**src/rtl/irq_pkg.sv**
```systemverilog
// Shared types and default sizing for the interrupt acknowledge controller.
package irq_pkg;

   typedef enum logic [1:0] {
      ST_IDLE     = 2'd0,
      ST_GRANT    = 2'd1,
      ST_NOCLAIM  = 2'd2,
      ST_WAIT_REL = 2'd3
   } irq_state_e;

   localparam int DEF_NUM_IRQ_SLOTS = 4;
   localparam int DEF_NUM_INT_CH    = 2;
   localparam int DEF_ACK_TIMEOUT   = 255;
   localparam int CNT_W             = 16;

endpackage

```
**src/rtl/irq_sync2.sv**
```systemverilog
// Two-flop synchronizer for active-low inputs; resets to the idle (high) level.
module irq_sync2 #(
   parameter int WIDTH = 1
) (
   input  logic             clk,
   input  logic             rst_n,
   input  logic [WIDTH-1:0] d_i,
   output logic [WIDTH-1:0] q_o
);

   logic [WIDTH-1:0] meta_q;
   logic [WIDTH-1:0] sync_q;

   always_ff @(posedge clk or negedge rst_n) begin
      if (!rst_n) begin
         meta_q <= '1;
         sync_q <= '1;
      end else begin
         meta_q <= d_i;
         sync_q <= meta_q;
      end
   end

   assign q_o = sync_q;

endmodule

```
**src/rtl/irq_ack_ctrl.sv**
```systemverilog
// Aggregates per-slot INT/NMI lines and runs the Mode-2 acknowledge handshake,
// granting one slot per CPU acknowledge with per-channel round-robin fairness.
module irq_ack_ctrl
   import irq_pkg::*;
#(
   parameter int NUM_IRQ_SLOTS = DEF_NUM_IRQ_SLOTS,
   parameter int NUM_INT_CH    = DEF_NUM_INT_CH,
   parameter int ACK_TIMEOUT   = DEF_ACK_TIMEOUT,
   localparam int SLOT_W       = (NUM_IRQ_SLOTS > 1) ? $clog2(NUM_IRQ_SLOTS) : 1,
   localparam int CHAN_W       = (NUM_INT_CH > 1) ? $clog2(NUM_INT_CH) : 1,
   localparam int NUM_LINES    = NUM_IRQ_SLOTS * NUM_INT_CH
) (
   input  logic                  clk,
   input  logic                  rst_n,
   input  logic [NUM_LINES-1:0]  slot_int_n,
   input  logic [NUM_IRQ_SLOTS-1:0] slot_nmi_n,
   input  logic [NUM_LINES-1:0]  slot_int_mask,
   input  logic [NUM_INT_CH-1:0] cpu_ack_n,
   input  logic                  int_ack_mode_en,
   output logic [NUM_INT_CH-1:0] cpu_int_n,
   output logic                  cpu_nmi_n,
   output logic [NUM_LINES-1:0]  slot_int_ack_n,
   output logic                  ack_cycle,
   output logic [CHAN_W-1:0]     ack_chan,
   output logic [SLOT_W-1:0]     ack_slot,
   output logic                  ack_slot_valid,
   output logic                  ack_timeout,
   output irq_state_e            fsm_state
);

   logic [NUM_LINES-1:0]     int_sync;
   logic [NUM_INT_CH-1:0]    ack_sync;

   irq_state_e               state_q;
   logic [SLOT_W-1:0]        rr_ptr_q [NUM_INT_CH];
   logic [CNT_W-1:0]         cnt_q;
   logic [NUM_LINES-1:0]     int_ack_n_q;
   logic                     ack_cycle_q;
   logic [CHAN_W-1:0]        ack_chan_q;
   logic [SLOT_W-1:0]        ack_slot_q;
   logic                     ack_slot_valid_q;
   logic                     ack_timeout_q;

   logic                     ack_any;
   logic [CHAN_W-1:0]        sel_chan;
   logic [NUM_IRQ_SLOTS-1:0] claim;
   logic                     grant_found;
   logic [SLOT_W-1:0]        grant_slot;
   logic [NUM_LINES-1:0]     grant_vec;
   logic [SLOT_W-1:0]        rr_next_d;
   logic                     ack_own;

   irq_sync2 #(.WIDTH(NUM_LINES)) u_int_sync (
      .clk   (clk),
      .rst_n (rst_n),
      .d_i   (slot_int_n),
      .q_o   (int_sync)
   );

   irq_sync2 #(.WIDTH(NUM_INT_CH)) u_ack_sync (
      .clk   (clk),
      .rst_n (rst_n),
      .d_i   (cpu_ack_n),
      .q_o   (ack_sync)
   );

   // CPU-facing request lines bypass the synchronizers so the CPU sees them with no latency.
   always_comb begin
      cpu_int_n = '1;
      for (int c = 0; c < NUM_INT_CH; c++) begin
         for (int s = 0; s < NUM_IRQ_SLOTS; s++) begin
            cpu_int_n[c] = cpu_int_n[c] & (slot_int_n[s*NUM_INT_CH + c] | slot_int_mask[s*NUM_INT_CH + c]);
         end
      end
      cpu_nmi_n = &slot_nmi_n;
   end

   always_comb begin
      ack_any  = 1'b0;
      sel_chan = '0;
      for (int c = NUM_INT_CH - 1; c >= 0; c--) begin
         if (!ack_sync[c]) begin
            ack_any  = 1'b1;
            sel_chan = CHAN_W'(c);
         end
      end
      claim = '0;
      for (int s = 0; s < NUM_IRQ_SLOTS; s++) begin
         claim[s] = ~int_sync[s*NUM_INT_CH + int'(sel_chan)] & ~slot_int_mask[s*NUM_INT_CH + int'(sel_chan)];
      end
      // Scan downward so the claimant closest above the pointer is the last one written.
      grant_found = 1'b0;
      grant_slot  = '0;
      for (int i = NUM_IRQ_SLOTS - 1; i >= 0; i--) begin
         int idx;
         idx = int'(rr_ptr_q[sel_chan]) + i;
         if (idx >= NUM_IRQ_SLOTS) idx = idx - NUM_IRQ_SLOTS;
         if (claim[idx]) begin
            grant_found = 1'b1;
            grant_slot  = SLOT_W'(idx);
         end
      end
      grant_vec = '0;
      grant_vec[int'(grant_slot)*NUM_INT_CH + int'(sel_chan)] = 1'b1;
      rr_next_d = (ack_slot_q == SLOT_W'(NUM_IRQ_SLOTS - 1)) ? '0 : ack_slot_q + 1'b1;
      ack_own   = ack_sync[ack_chan_q];
   end

   // Handshake: a synced-low cpu_ack_n opens one acknowledge cycle on the lowest such channel;
   // the cycle closes only when that same channel's synced ack returns high.
   always_ff @(posedge clk or negedge rst_n) begin
      if (!rst_n) begin
         state_q          <= ST_IDLE;
         cnt_q            <= '0;
         int_ack_n_q      <= '1;
         ack_cycle_q      <= 1'b0;
         ack_chan_q       <= '0;
         ack_slot_q       <= '0;
         ack_slot_valid_q <= 1'b0;
         ack_timeout_q    <= 1'b0;
         for (int c = 0; c < NUM_INT_CH; c++) rr_ptr_q[c] <= '0;
      end else begin
         ack_timeout_q <= 1'b0;
         if (!int_ack_mode_en) begin
            state_q          <= ST_IDLE;
            int_ack_n_q      <= '1;
            ack_cycle_q      <= 1'b0;
            ack_slot_valid_q <= 1'b0;
            cnt_q            <= '0;
         end else begin
            case (state_q)
               ST_IDLE: begin
                  if (ack_any) begin
                     ack_chan_q  <= sel_chan;
                     ack_cycle_q <= 1'b1;
                     cnt_q       <= CNT_W'(1);
                     if (grant_found) begin
                        state_q          <= ST_GRANT;
                        ack_slot_q       <= grant_slot;
                        ack_slot_valid_q <= 1'b1;
                        int_ack_n_q      <= ~grant_vec;
                     end else begin
                        state_q <= ST_NOCLAIM;
                     end
                  end
               end
               ST_GRANT: begin
                  if (ack_own) begin
                     state_q              <= ST_IDLE;
                     int_ack_n_q          <= '1;
                     ack_cycle_q          <= 1'b0;
                     ack_slot_valid_q     <= 1'b0;
                     rr_ptr_q[ack_chan_q] <= rr_next_d;
                  end else if (cnt_q == CNT_W'(ACK_TIMEOUT)) begin
                     state_q          <= ST_WAIT_REL;
                     int_ack_n_q      <= '1;
                     ack_slot_valid_q <= 1'b0;
                     ack_timeout_q    <= 1'b1;
                  end else begin
                     cnt_q <= cnt_q + 1'b1;
                  end
               end
               ST_NOCLAIM, ST_WAIT_REL: begin
                  if (ack_own) begin
                     state_q     <= ST_IDLE;
                     ack_cycle_q <= 1'b0;
                  end
               end
               default: state_q <= ST_IDLE;
            endcase
         end
      end
   end

   assign slot_int_ack_n = int_ack_n_q;
   assign ack_cycle      = ack_cycle_q;
   assign ack_chan       = ack_chan_q;
   assign ack_slot       = ack_slot_q;
   assign ack_slot_valid = ack_slot_valid_q;
   assign ack_timeout    = ack_timeout_q;
   assign fsm_state      = state_q;

endmodule

```
**config.mk**
```make
export PLATFORM = sky130hd
export DESIGN_NAME = irq_ack_ctrl
export DESIGN_NICKNAME = d
export VERILOG_FILES = /design/src/rtl/irq_pkg.sv /design/src/rtl/irq_sync2.sv /design/src/rtl/irq_ack_ctrl.sv
export SDC_FILE = /design/constraint.sdc
export NUM_CORES = 1
export LEC_CHECK = 0
export BUFFER_PORTS_ARGS = -buffer_cell sky130_fd_sc_hd__buf_2
export CAP_MARGIN = 30
export CORE_UTILIZATION = 50
export DETAILED_ROUTE_END_ITERATION = 6
export HOLD_SLACK_MARGIN = 0.15
export PLACE_DENSITY = 0.72
export SKIP_LAST_GASP = 1
export SYNTH_ARGS = -nofsm -noshare
export SYNTH_HDL_FRONTEND = slang
export SYNTH_SLANG_ARGS = --single-unit
```
**constraint.sdc**
```tcl
create_clock -name clk -period 3.15 [get_ports clk]
set_input_delay 0 -clock clk [delete_from_list [all_inputs] [get_ports clk]]
set_output_delay 0 -clock clk [all_outputs]
set_load 0.03 [all_outputs]
```
# After elaboration in Yosys (flattened, before gate mapping)
# Cells that the tools add are included.
[op_classes]
addsub = 13
magnitude_cmp = 18
n_eq_ne = 13
mux = 92
bitwise_logic = 29
reduce_logical = 13
[ops]
columns = ["op", "count"]
rows = [
  ["32-bit by 4-bit < comparator with 1-bit output, second input constant", 4],
  ["32-bit two-way mux", 4],
  ["16-bit two-way mux", 4],
  ["1-bit two-way mux", 46],
  ["8-bit two-way mux", 5],
  ["16-bit case mux with 2 select lines", 1],
  ["2-bit two-way mux", 15],
  ["1-bit binary-select mux with 3-bit select", 6],
  ["16-bit by 1-bit adder with 16-bit output, second input constant", 1],
  ["16-bit by 8-bit == test with 1-bit output, second input constant", 1],
  ["8-bit case mux with 2 select lines", 1],
  ["4-bit AND reduction", 4],
  ["3-bit inequality test, second input constant", 5],
  ["4-bit < comparator, second input constant", 3],
  ["3-bit by 3-bit subtractor with 4-bit output, second input constant", 3],
  ["1-bit AND", 10],
  ["3-bit >= comparator, second input constant", 3],
  ["3-bit AND reduction", 3],
  ["3-bit by 1-bit adder with 4-bit output, first input constant", 2],
  ["1-bit binary-select mux with 2-bit select", 4],
  ["1-bit inverter", 8],
  ["8-bit inverter", 1],
  ["1-bit OR", 8],
  ["2-bit by 2-bit adder with 3-bit output, second input constant", 2],
  ["28 further kinds", 34],
]
[word_totals]
ff_bits = 56
out_inout_bits = 19

# Longest topological paths before layout
# Gate-level depths: netlist (run 1).
[depth]
depth_word = 26
depth_mapped = 9

# Hierarchy
# Synthesis (run 1) repeated with hierarchy kept, for this count alone.
[hier_totals]
hier_cells = 253
hier_area_um2 = 2740.1
[modules_own_cells]
columns = ["mod", "instances", "cells_each", "area_per_inst_um2", "seq_area_each_um2"]
rows = [
  ["irq_ack_ctrl", 1, 233, 2214.6, 910.9],
  ["irq_sync2 (u_int_sync)", 1, 16, 420.4, 420.4],
  ["irq_sync2 (u_ack_sync)", 1, 4, 105.1, 105.1],
]

# Worst setup path after synthesis (run 1)
# No wires, ideal clock.
[synth_path]
path_kind = "register to register"
startpoint = "reg ack_chan_q (netlist: ack_chan)"
endpoint = "reg cnt_q[15]"
arrival_time_ps = 2312
required_time_ps = 3071
slack_ps = 759
stages_incl_launch_ff = 7
period_less_slack_ps = 2391
cell_sequence = "dfrtp_1 > mux2_4 > a221o_1 > a221oi_4 > nand3_2 > or3_1 > a21oi_1"
[synth_between]
elab_chain_cells = 4
[synth_lines]
columns = ["element", "line_no", "source"]
rows = [
  ["start: declaration", "irq_ack_ctrl.sv:39", "logic [CHAN_W-1:0] ack_chan_q;"],
  ["start signal: assignment", "irq_ack_ctrl.sv:134", "ack_chan_q <= sel_chan;"],
  ["1-bit two-way mux (not written as such) (2 in a row)", "irq_ack_ctrl.sv:106", "ack_own = ack_sync[ack_chan_q];"],
  ["3-bit inequality test (no source line)", "n/a", ""],
  ["4-bit AND reduction (no source line)", "n/a", ""],
  ["end signal: assignment", "irq_ack_ctrl.sv:160", "cnt_q <= cnt_q + 1'b1;"],
  ["end: declaration", "irq_ack_ctrl.sv:36", "logic [CNT_W-1:0] cnt_q;"],
]
# No other way between the ends. The select of a mux whose other input is x is not followed.
# A chain may end at the register's enable or synchronous reset.

# Worst setup path in the final report (run 1)
[layout_path]
startpoint = "reg u_ack_sync.sync_q[1] (netlist: u_ack_sync.q_o[1])"
endpoint = "reg int_ack_n_q[4] (netlist: slot_int_ack_n[4])"
[layout_between]
elab_chain_cells = 26
[layout_lines]
columns = ["element", "line_no", "source"]
rows = [
  ["start: declaration", "irq_sync2.sv:12", "logic [WIDTH-1:0] sync_q;"],
  ["start signal: assignment", "irq_sync2.sv:20", "sync_q <= meta_q;"],
  ["1-bit two-way mux (2 in a row)", "irq_ack_ctrl.sv:82", "if (!ack_sync[c]) begin"],
  ["1-bit inverter with 2-bit output (not written as such)", "irq_ack_ctrl.sv:96", "idx = int'(rr_ptr_q[sel_chan]) + i;"],
  ["2-bit two-way mux (not written as such) (3 in a row)", "irq_ack_ctrl.sv:96", ""],
  ["2-bit by 2-bit adder with 3-bit output", "irq_ack_ctrl.sv:96", ""],
  ["3-bit by 3-bit subtractor with 4-bit output / 3-bit >= comparator (equally long branches)", "irq_ack_ctrl.sv:97", "if (idx >= NUM_IRQ_SLOTS) idx = idx - NUM_IRQ_SLOTS;"],
  ["32-bit two-way mux", "irq_ack_ctrl.sv:97", ""],
  ["1-bit binary-select mux with 2-bit select", "irq_ack_ctrl.sv:98", "if (claim[idx]) begin"],
  ["1-bit two-way mux (not written as such) (2 in a row)", "irq_ack_ctrl.sv:98", ""],
  ["(+6 left out)", "n/a", ""],
  ["1-bit logical AND (not written as such)", "irq_ack_ctrl.sv:104", "grant_vec[int'(grant_slot)*NUM_INT_CH + int'(sel_chan)] = 1'b1;"],
  ["1-bit two-way mux (not written as such)", "irq_ack_ctrl.sv:104", ""],
  ["1-bit demux with 3-bit select", "irq_ack_ctrl.sv:104", ""],
  ["8-bit inverter", "irq_ack_ctrl.sv:141", "int_ack_n_q <= ~grant_vec;"],
  ["8-bit two-way mux", "irq_ack_ctrl.sv:137", "if (grant_found) begin"],
  ["8-bit two-way mux", "irq_ack_ctrl.sv:133", "if (ack_any) begin"],
  ["8-bit case mux with 2 select lines", "irq_ack_ctrl.sv:131", "case (state_q)"],
  ["8-bit two-way mux", "irq_ack_ctrl.sv:124", "if (!int_ack_mode_en) begin"],
  ["end signal: assignment", "irq_ack_ctrl.sv:141", ""],
  ["end: declaration", "irq_ack_ctrl.sv:37", "logic [NUM_LINES-1:0] int_ack_n_q;"],
]
# Several ways; a longest one is shown, not always the timed one. The select of a mux whose other input is x is not followed.

==> flow_summary_export.csv, run 1 <==
group,metric,value,unit
run_status,status,"complete, no violations",
grt,track_usage,21.88,%
routing,viasPerCell,5.655,
clock_tree,htree_levels,2,
timing,hold_viol_final,0,
clock_tree,cts.sinks,56,
worst_setup_path,crit_family,"compound AO/OA/AOI/OAI gates",
timing,setup_viol,0,
min_path,hold_class,"input pin to flip-flop",
grt,grt_max_degree,27,
timing,clock_skew,0.01026,ns
finish,area_growth,18.58,%
synth,syn-instance-count,262,
routing,detail_route.wl_per_cell,14.76,um
synth,ys_seq_elements,56,
power,sw_frac_of_total,34.64,%
routing,vias,2194,
synth,yosysSeqAreaShare,52.81,%
place,dpl.hpwl,4119,um
synth,synthArstFlopShare,100.0,%
die,io_pins,44,
power,comb_power_share,27.8,%
power,irDropWorstVdd,0.3224,mV
die,dieArea,0.005739,sq mm
worst_setup_path,cp-end-kind,"flip-flop",
die,num_rows,26,
worst_setup_path,crit_type,"flip-flop to flip-flop",
grt,grt.overflow.total,0,
routing,drc,0,
timing,drv_slew,0,
synth,synth_area,0.002720,sq mm
synth,synth_flop_cell,"dfstp_2",
timing,fin_crit_sh,86.48,%
worst_setup_path,critPathMaxFanout,14,
power,power.switching,0.6200,mW
place,gp_congestion,0.8156,
power,power_density,555.0,mW/mm^2
timing,finalCriticalPeriod,2.724,ns
finish,antenna_cells,0,
clock_tree,clk_latency,0.32,ns
grt,grt_pass1_vias,1983,
power,p_total,1.790,mW
timing,maxSlewHeadroom,35.30,%
synth,ys_types,58,
worst_setup_path,max_stage_delay,0.80,ns
flow_run,drv_cap,0,
timing,rsz0062_at_grt,"false",
clock_tree,clk_pin_slew,0.11,ns
timing,fin_tns_setup,0,ns
routing,drt_iter0_markers,230,
finish,drive_gt1_share,32.08,%
synth,yosys_warnings,0,
die,die_w,75.76,um
timing,tightest_slew,0.9623,ns
worst_setup_path,cp-start-kind,"flip-flop",
grt,antenna_found_initial,0,
clock_tree,cts_tree,"built",
die,fp.dieH,75.76,um
worst_setup_path,critPathBufInv,0,
routing,dr.pass1.iters,5,
synth,synth_edf_count,0,
finish,num-fill-cells,430,
place,port_buffers,43,
power,p_seq_share,49.5,%
die,initial_core_util,52.59,%
power,clock_power_share,22.7,%
timing,timing.fmax,367.1,MHz
timing,hold_slack,0.1713,ns
worst_setup_path,slowest_stage,"o31ai_1",
power,internal-power,1.170,mW
synth,synth_nets,289,
clock_tree,cts_made_buffers,5,
worst_setup_path,arrival,2.97,ns
grt,grt_pass1_wl,9246,um
routing,final_antenna_net_count,0,
synth,avgSynthCellArea,10.38,sq um
clock_tree,root_buffer,"clkbuf_8",
finish,layout.nets,344,
worst_setup_path,worst_ep_required_time,3.39,ns
die,core_region_area,0.005172,sq mm
worst_setup_path,crit_chain,"and2b_2, o31ai_1, o41a_2, o221a_2, nor2_1, a41oi_1",
power,p_leak,1.404,nW
clock_tree,cts_buffer_depth,2,
routing,wirelength,5727,um
cell type report:
cell class | instances | area, sq um | share of cell area [%]
Clock buffer | 5 | 68.82 | 2.133
Clock inverter | 3 | 26.28 | 0.8146
Inverter | 5 | 18.77 | 0.5818
Multi-Input combinational cell | 191 | 1210 | 37.51
Sequential cell | 56 | 1436 | 44.53
Tap cell | 70 | 87.58 | 2.715
Timing Repair Buffer | 58 | 377.9 | 11.71
power by group through the flow:
stage	Sequential, mW	Clock (mW)	Combinational [mW]
4_1_cts	0.886	0.419	0.498
3_3_place_gp	0.895	0	0.474
2_1_floorplan	0.951	0	0.285
5_1_grt	0.900	0.442	0.552
3_5_place_dp	0.898	0	0.485
6_report	0.886	0.406	0.498
synthesized netlist by cell type, types with 3 or more instances:
cell type	n	area share, %
o31ai_1	5	1.4
a31oi_1	6	1.4
nor2_1	35	4.8
clkbuf_1	5	0.69
dfstp_2	28	27
nand2_1	22	3.0
o22ai_1	6	1.4
nand3_1	9	1.7
nand4_1	6	1.4
nand2b_1	3	0.69
a211oi_1	3	0.83
or4b_2	4	1.5
and3_1	6	1.4
mux2i_1	4	1.5
inv_1	5	0.69
dfrtp_1	28	26
xor2_1	3	0.97
nor3_1	3	0.55
o21ai_0	20	3.7
a21oi_1	10	1.8
mux2_2	7	2.9
what timing repair did:
action | CTS | global route
hold buffers | 12 | 0
resized for setup | 0 | 0
hold endpoints to repair | 51 | 0
setup buffers | 0 | 0
cell usage in the layout (no fill, tap or decap), types with 2 or more instances in the layout:
cell type      synthesis  final
dlygate4sd3_1          0     12
and3_1                 6      6
dfrtp_1               28     28
buf_2                  1     43
a21o_1                 2      2
ha_1                   2      2
mux2_2                 7      7
nand3_1                9      9
buf_4                  2      2
a31oi_1                6      6
or4b_2                 4      4
xnor2_1                2      2
or4_1                  2      2
nand2_1               22     22
xor2_1                 3      3
nor2_1                35     35
a211oi_1               3      3
clkbuf_8               0      5
o21ai_0               20     20
nand4_1                6      6
a21oi_1               10     10
o22ai_1                6      6
mux2i_1                4      4
nand2b_1               3      3
and4_1                 2      2
o31ai_1                5      5
clkinv_4               0      2
inv_1                  5      5
dfstp_2               28     28
nor3_1                 3      3
a41oi_1                2      2
cell families (layout without fill, tap and decap cells):
| family | Yosys count | after routing | share of synthesized area, % |
|---|---|---|---|
| buffers and inverters | 15 | 71 | 2.713 |
| DFF | 56 | 56 | 52.81 |
| xor gates and xnor gates | 5 | 5 | 1.610 |
| AOI/OAI and AO/OA | 71 | 71 | 18.35 |
| and+or+nand+nor | 101 | 101 | 18.68 |
| muxes | 12 | 12 | 4.922 |
| adders and majority gates | 2 | 2 | 0.9198 |
through the flow:
| stage | area, sq um | worst slack [ns] | util [%] | instances |
|---|---|---|---|---|
| after floorplan | 2720 | 0.7587 | - | 262 |
| after global placement | 2983 | 0.5889 | 57.67 | 367 |
| after detailed placement | 3010 | 0.4758 | 58.20 | 368 |
| after CTS | 3226 | 0.4530 | 62.36 | 388 |
| after global routing | 3226 | 0.1888 | 62.36 | 388 |
| final | 3226 | 0.4258 | 62.36 | 388 |
sequential cells by signal (all words and copies together) (netlist names), 2 cells and up:
signal and flops:
u_int_sync.q_o 8, ack_slot 2, u_int_sync.meta_q 8, rr_ptr_q 4, u_ack_sync.meta_q 2, fsm_state 2, u_ack_sync.q_o 2, slot_int_ack_n 8
cnt_q 16
metal layers:
| layer | wire [um] | global-route usage (%) | vias up |
|---|---|---|---|
| li1 | - | - | 1082 |
| met1 | 2716 | 30.28 | 1032 |
| met2 | 2663 | 34.22 | 73 |
| met3 | 281 | 4.762 | 7 |
| met4 | 64 | 7.202 | 0 |
| met5 | 0 | 0 | - |
worst paths after layout:
check,from,end,slack [ns],depth (start not counted)
max reg2reg,u_ack_sync.q_o[1],slot_int_ack_n[4],0.43,6
min,slot_int_mask[4],slot_int_ack_n[5],0.17,3
min in group asynchronous,rst_n,cnt_q[13],0.18,2
max in group asynchronous,rst_n,u_int_sync.meta_q[6],2.21,4
min reg2reg,u_int_sync.meta_q[1],u_int_sync.q_o[1],0.36,0
max,u_ack_sync.q_o[1],slot_int_ack_n[4],0.43,6
worst reg2reg max path: stages (launching register included):
cell and delay, ns:
dfstp_2 0.65, and2b_2 0.33, o31ai_1 0.80, o41a_2 0.26, o221a_2 0.36, nor2_1 0.07
a41oi_1 0.19
Power figures use the tool's default switching activity.
==> run 2, diff against run 1 <==
--- a/config.mk
+++ b/config.mk
@@ -8,10 +8,12 @@
 export BUFFER_PORTS_ARGS = -buffer_cell sky130_fd_sc_hd__buf_2
 export CAP_MARGIN = 30
 export CORE_UTILIZATION = 50
+export CTS_BUF_LIST = sky130_fd_sc_hd__clkbuf_4 sky130_fd_sc_hd__clkbuf_8 sky130_fd_sc_hd__clkbuf_16
 export DETAILED_ROUTE_END_ITERATION = 6
-export HOLD_SLACK_MARGIN = 0.15
+export HOLD_SLACK_MARGIN = 0.03
 export PLACE_DENSITY = 0.72
 export SKIP_LAST_GASP = 1
 export SYNTH_ARGS = -nofsm -noshare
 export SYNTH_HDL_FRONTEND = slang
+export SYNTH_HIERARCHICAL = 1
 export SYNTH_SLANG_ARGS = --single-unit
==> run 2 against run 1 <==
Sequential share of layout area down 0.36 points. Synthesized area up 0.74%. Clock-buffer cell count up 1. Combinational power up 4%.
==> flow_summary_export.csv, run 2 <==
group,metric,value,unit
worst_setup_path,slowest_stage,"a221oi_4",
timing,hold_slack,0.2252,ns
synth,synth_nets,280,
synth,synth_flop_cell,"dfstp_2",
synth,synth_top_family_by_area,"compound AO/OA/AOI/OAI gates",
routing,drt_iter0_markers,266,
clock_tree,cts_made_buffers,5,
synth,synth_area,0.002740,sq mm
place,dpl.hpwl,4031,um
clock_tree,htree_levels,2,
clock_tree,cts.sinks,56,
timing,clock_skew,0.01167,ns
grt,antenna_found_initial,0,
synth,avgSynthCellArea,10.83,sq um
synth,yosysTopAreaCellShare,26.85,%
routing,viasPerCell,5.785,
flow_run,drv_cap,0,
place,gp_congestion,0.8047,
synth,synth_area_leader_cell,"dfstp_2",
synth,synth_commonest_cells,"28 x dfrtp_1, 28 x dfstp_2, 26 x o21ai_0",
place,place_area,0.003039,sq mm
worst_setup_path,max_stage_delay,0.53,ns
clock_tree,cts_resized,0,
die,die_w,76.03,um
run_status,status,"complete, no violations",
timing,layout_setup_ws,0.5061,ns
worst_setup_path,rrSetupSlack,0.51,ns
worst_setup_path,arrival,2.87,ns
synth,synthArstFlopShare,100.0,%
finish,largest_reg_flops,16,
die,io_pins,44,
finish,final_area,0.003252,sq mm
worst_setup_path,worstReg2RegStart,"cnt_q[0]",
timing,tightest_slew,1.006,ns
power,p_leak,1.360,nW
synth,synth_compound_area_share,20.96,%
synth,synth_xor_area_share,0,%
die,dieArea,0.005781,sq mm
finish,regMostFlops,"cnt_q",
place,port_buffers,43,
synth,ys_types,50,
synth,synth_edf_count,0,
die,core_region_area,0.005205,sq mm
place,dp_worst_setup_slack,0.5819,ns
worst_setup_path,cp-end-kind,"flip-flop",
worst_setup_path,cp-start-kind,"flip-flop",
clock_tree,root_buffer,"clkbuf_8",
die,fp.dieH,76.03,um
grt,grt_pass1_vias,2085,
finish,final_common_cell,"buf_2",
routing,dr.pass1.iters,4,
timing,setup_viol,0,
timing,fin_crit_sh,83.93,%
power,irDropWorstVdd,0.3404,mV
die,initial_core_util,52.64,%
clock_tree,cts_buffer_depth,2,
place,dpl.cell_count,362,
timing,timing.fmax,378.2,MHz
grt,track_usage,21.37,%
finish,final_cells,382,
routing,detail_route.wl_per_cell,15.01,um
worst_setup_path,crit_chain,"ha_1, nand4_1, nand4bb_1, and2_0, a221oi_4, a2bb2oi_1",
synth,yosys_warnings,6,
worst_setup_path,crit_type,"flip-flop to flip-flop",
grt,grt.overflow.total,0,
routing,drc,0,
finish,mostFrequentLayoutCells,"43 x buf_2, 28 x dfrtp_1, 28 x dfstp_2",
clock_tree,clk_latency,0.31,ns
routing,wirelength,5734,um
timing,finalCriticalPeriod,2.644,ns
min_path,hold_class,"input pin to asynchronous set/reset pin",
worst_setup_path,r2r.worst_path.cells,6,
clock_tree,cts_tree,"built",
synth,yosysSeqAreaShare,52.42,%
grt,grt_max_degree,25,
timing,drv_slew,0,
clock_tree,clk_pin_slew,0.10,ns
synth,syn-instance-count,253,
synth,synth.area.top_cells,"dfstp_2 27%, dfrtp_1 26%, o21ai_0 4.7%",
finish,num-fill-cells,433,
finish,antenna_cells,0,
synth,synthMuxAreaShare,7.763,%
synth,ys_seq_elements,56,
timing,maxSlewHeadroom,31.20,%
timing,fin_tns_setup,0,ns
worst_setup_path,rr_endpoint,"slot_int_ack_n[0]",
finish,drive_gt1_share,33.97,%
timing,rsz0062_at_grt,"false",
power,power_density,549.9,mW/mm^2
routing,final_antenna_net_count,0,
worst_setup_path,critPathMaxFanout,13,
synth,yosys.area_share.simple,14.61,%
finish,layout.nets,338,
finish,area_growth,18.68,%
grt,grt_pass1_wl,9873,um
die,num_rows,26,
routing,vias,2210,
synth,synthAdderAreaFrac,0.9132,%
worst_setup_path,worst_ep_required_time,3.37,ns
timing,hold_viol_final,0,
## run 2: through the flow
| stage | total power [mW] | util [%] |
|---|---|---|
| floorplan | 1.241 | - |
| global placement | 1.377 | 57.86 |
| detailed placement | 1.394 | 58.39 |
| CTS | 1.801 | 62.48 |
| global route | 1.890 | 62.48 |
| finish | 1.788 | 62.48 |
## run 2: repair_timing
| item | in CTS | in global routing |
|---|---|---|
| hold buffers | 12 | 0 |
| buffers inserted | 0 | 0 |
| hold endpoints to repair | 29 | 0 |
| setup endpoints to repair | 0 | 0 |
## run 2: logic make-up after synthesis
logic type,Yosys count
buffers and inverters,16
AOI/OAI and AO/OA,85
DFF,56
muxes,18
adders and majority gates,2
and+or+nand+nor,76
## run 2: worst max-delay path by stage
stage / from / end / slack, ns / cells past startpoint
final: cnt_q[0] / slot_int_ack_n[0] / 0.51 / 6
after CTS: cnt_q[0] / slot_int_ack_n[0] / 0.54 / 6
after global placement: cnt_q[0] / ack_slot_valid / 0.64 / 6
after floorplan: u_ack_sync/q_o[1] / ack_slot[0] / 1.06 / 6
after global routing: cnt_q[0] / slot_int_ack_n[0] / 0.29 / 6
after detailed placement: cnt_q[0] / slot_int_ack_n[1] / 0.58 / 6
## run 2: critical path: cells and delay by family (launching register included)
family,cells,cell delay (ns)
AOI/OAI and AO/OA,2,0.76
adders and majority gates,1,0.25
and+or+nand+nor,3,1.13
DFF,1,0.42
## run 2: layout make-up
cell class                      count  area (sq um)  area share (%)
Sequential cell                    56          1436           44.17
Multi-Input combinational cell    181          1212           37.28
Timing Repair Buffer               61         400.4           12.31
Tap cell                           70         87.58           2.693
Clock buffer                        6         76.32           2.347
Inverter                            6         22.52          0.6926
Clock inverter                      2         16.27          0.5002
## run 2: routing by layer
| metal | global-route usage [%] | part of all wire, % |
|---|---|---|
| met1 | 32.96 | 51 |
| met2 | 30.55 | 43 |
| met3 | 3.353 | 4.8 |
| met4 | 7.500 | 1.3 |
| met5 | 0 | 0 |
## run 2: power by group
group	total (mW)	internal, mW	switching [mW]
combinational	0.516	0.210	0.306
sequential	0.879	0.805	0.0739
clock	0.393	0.167	0.226
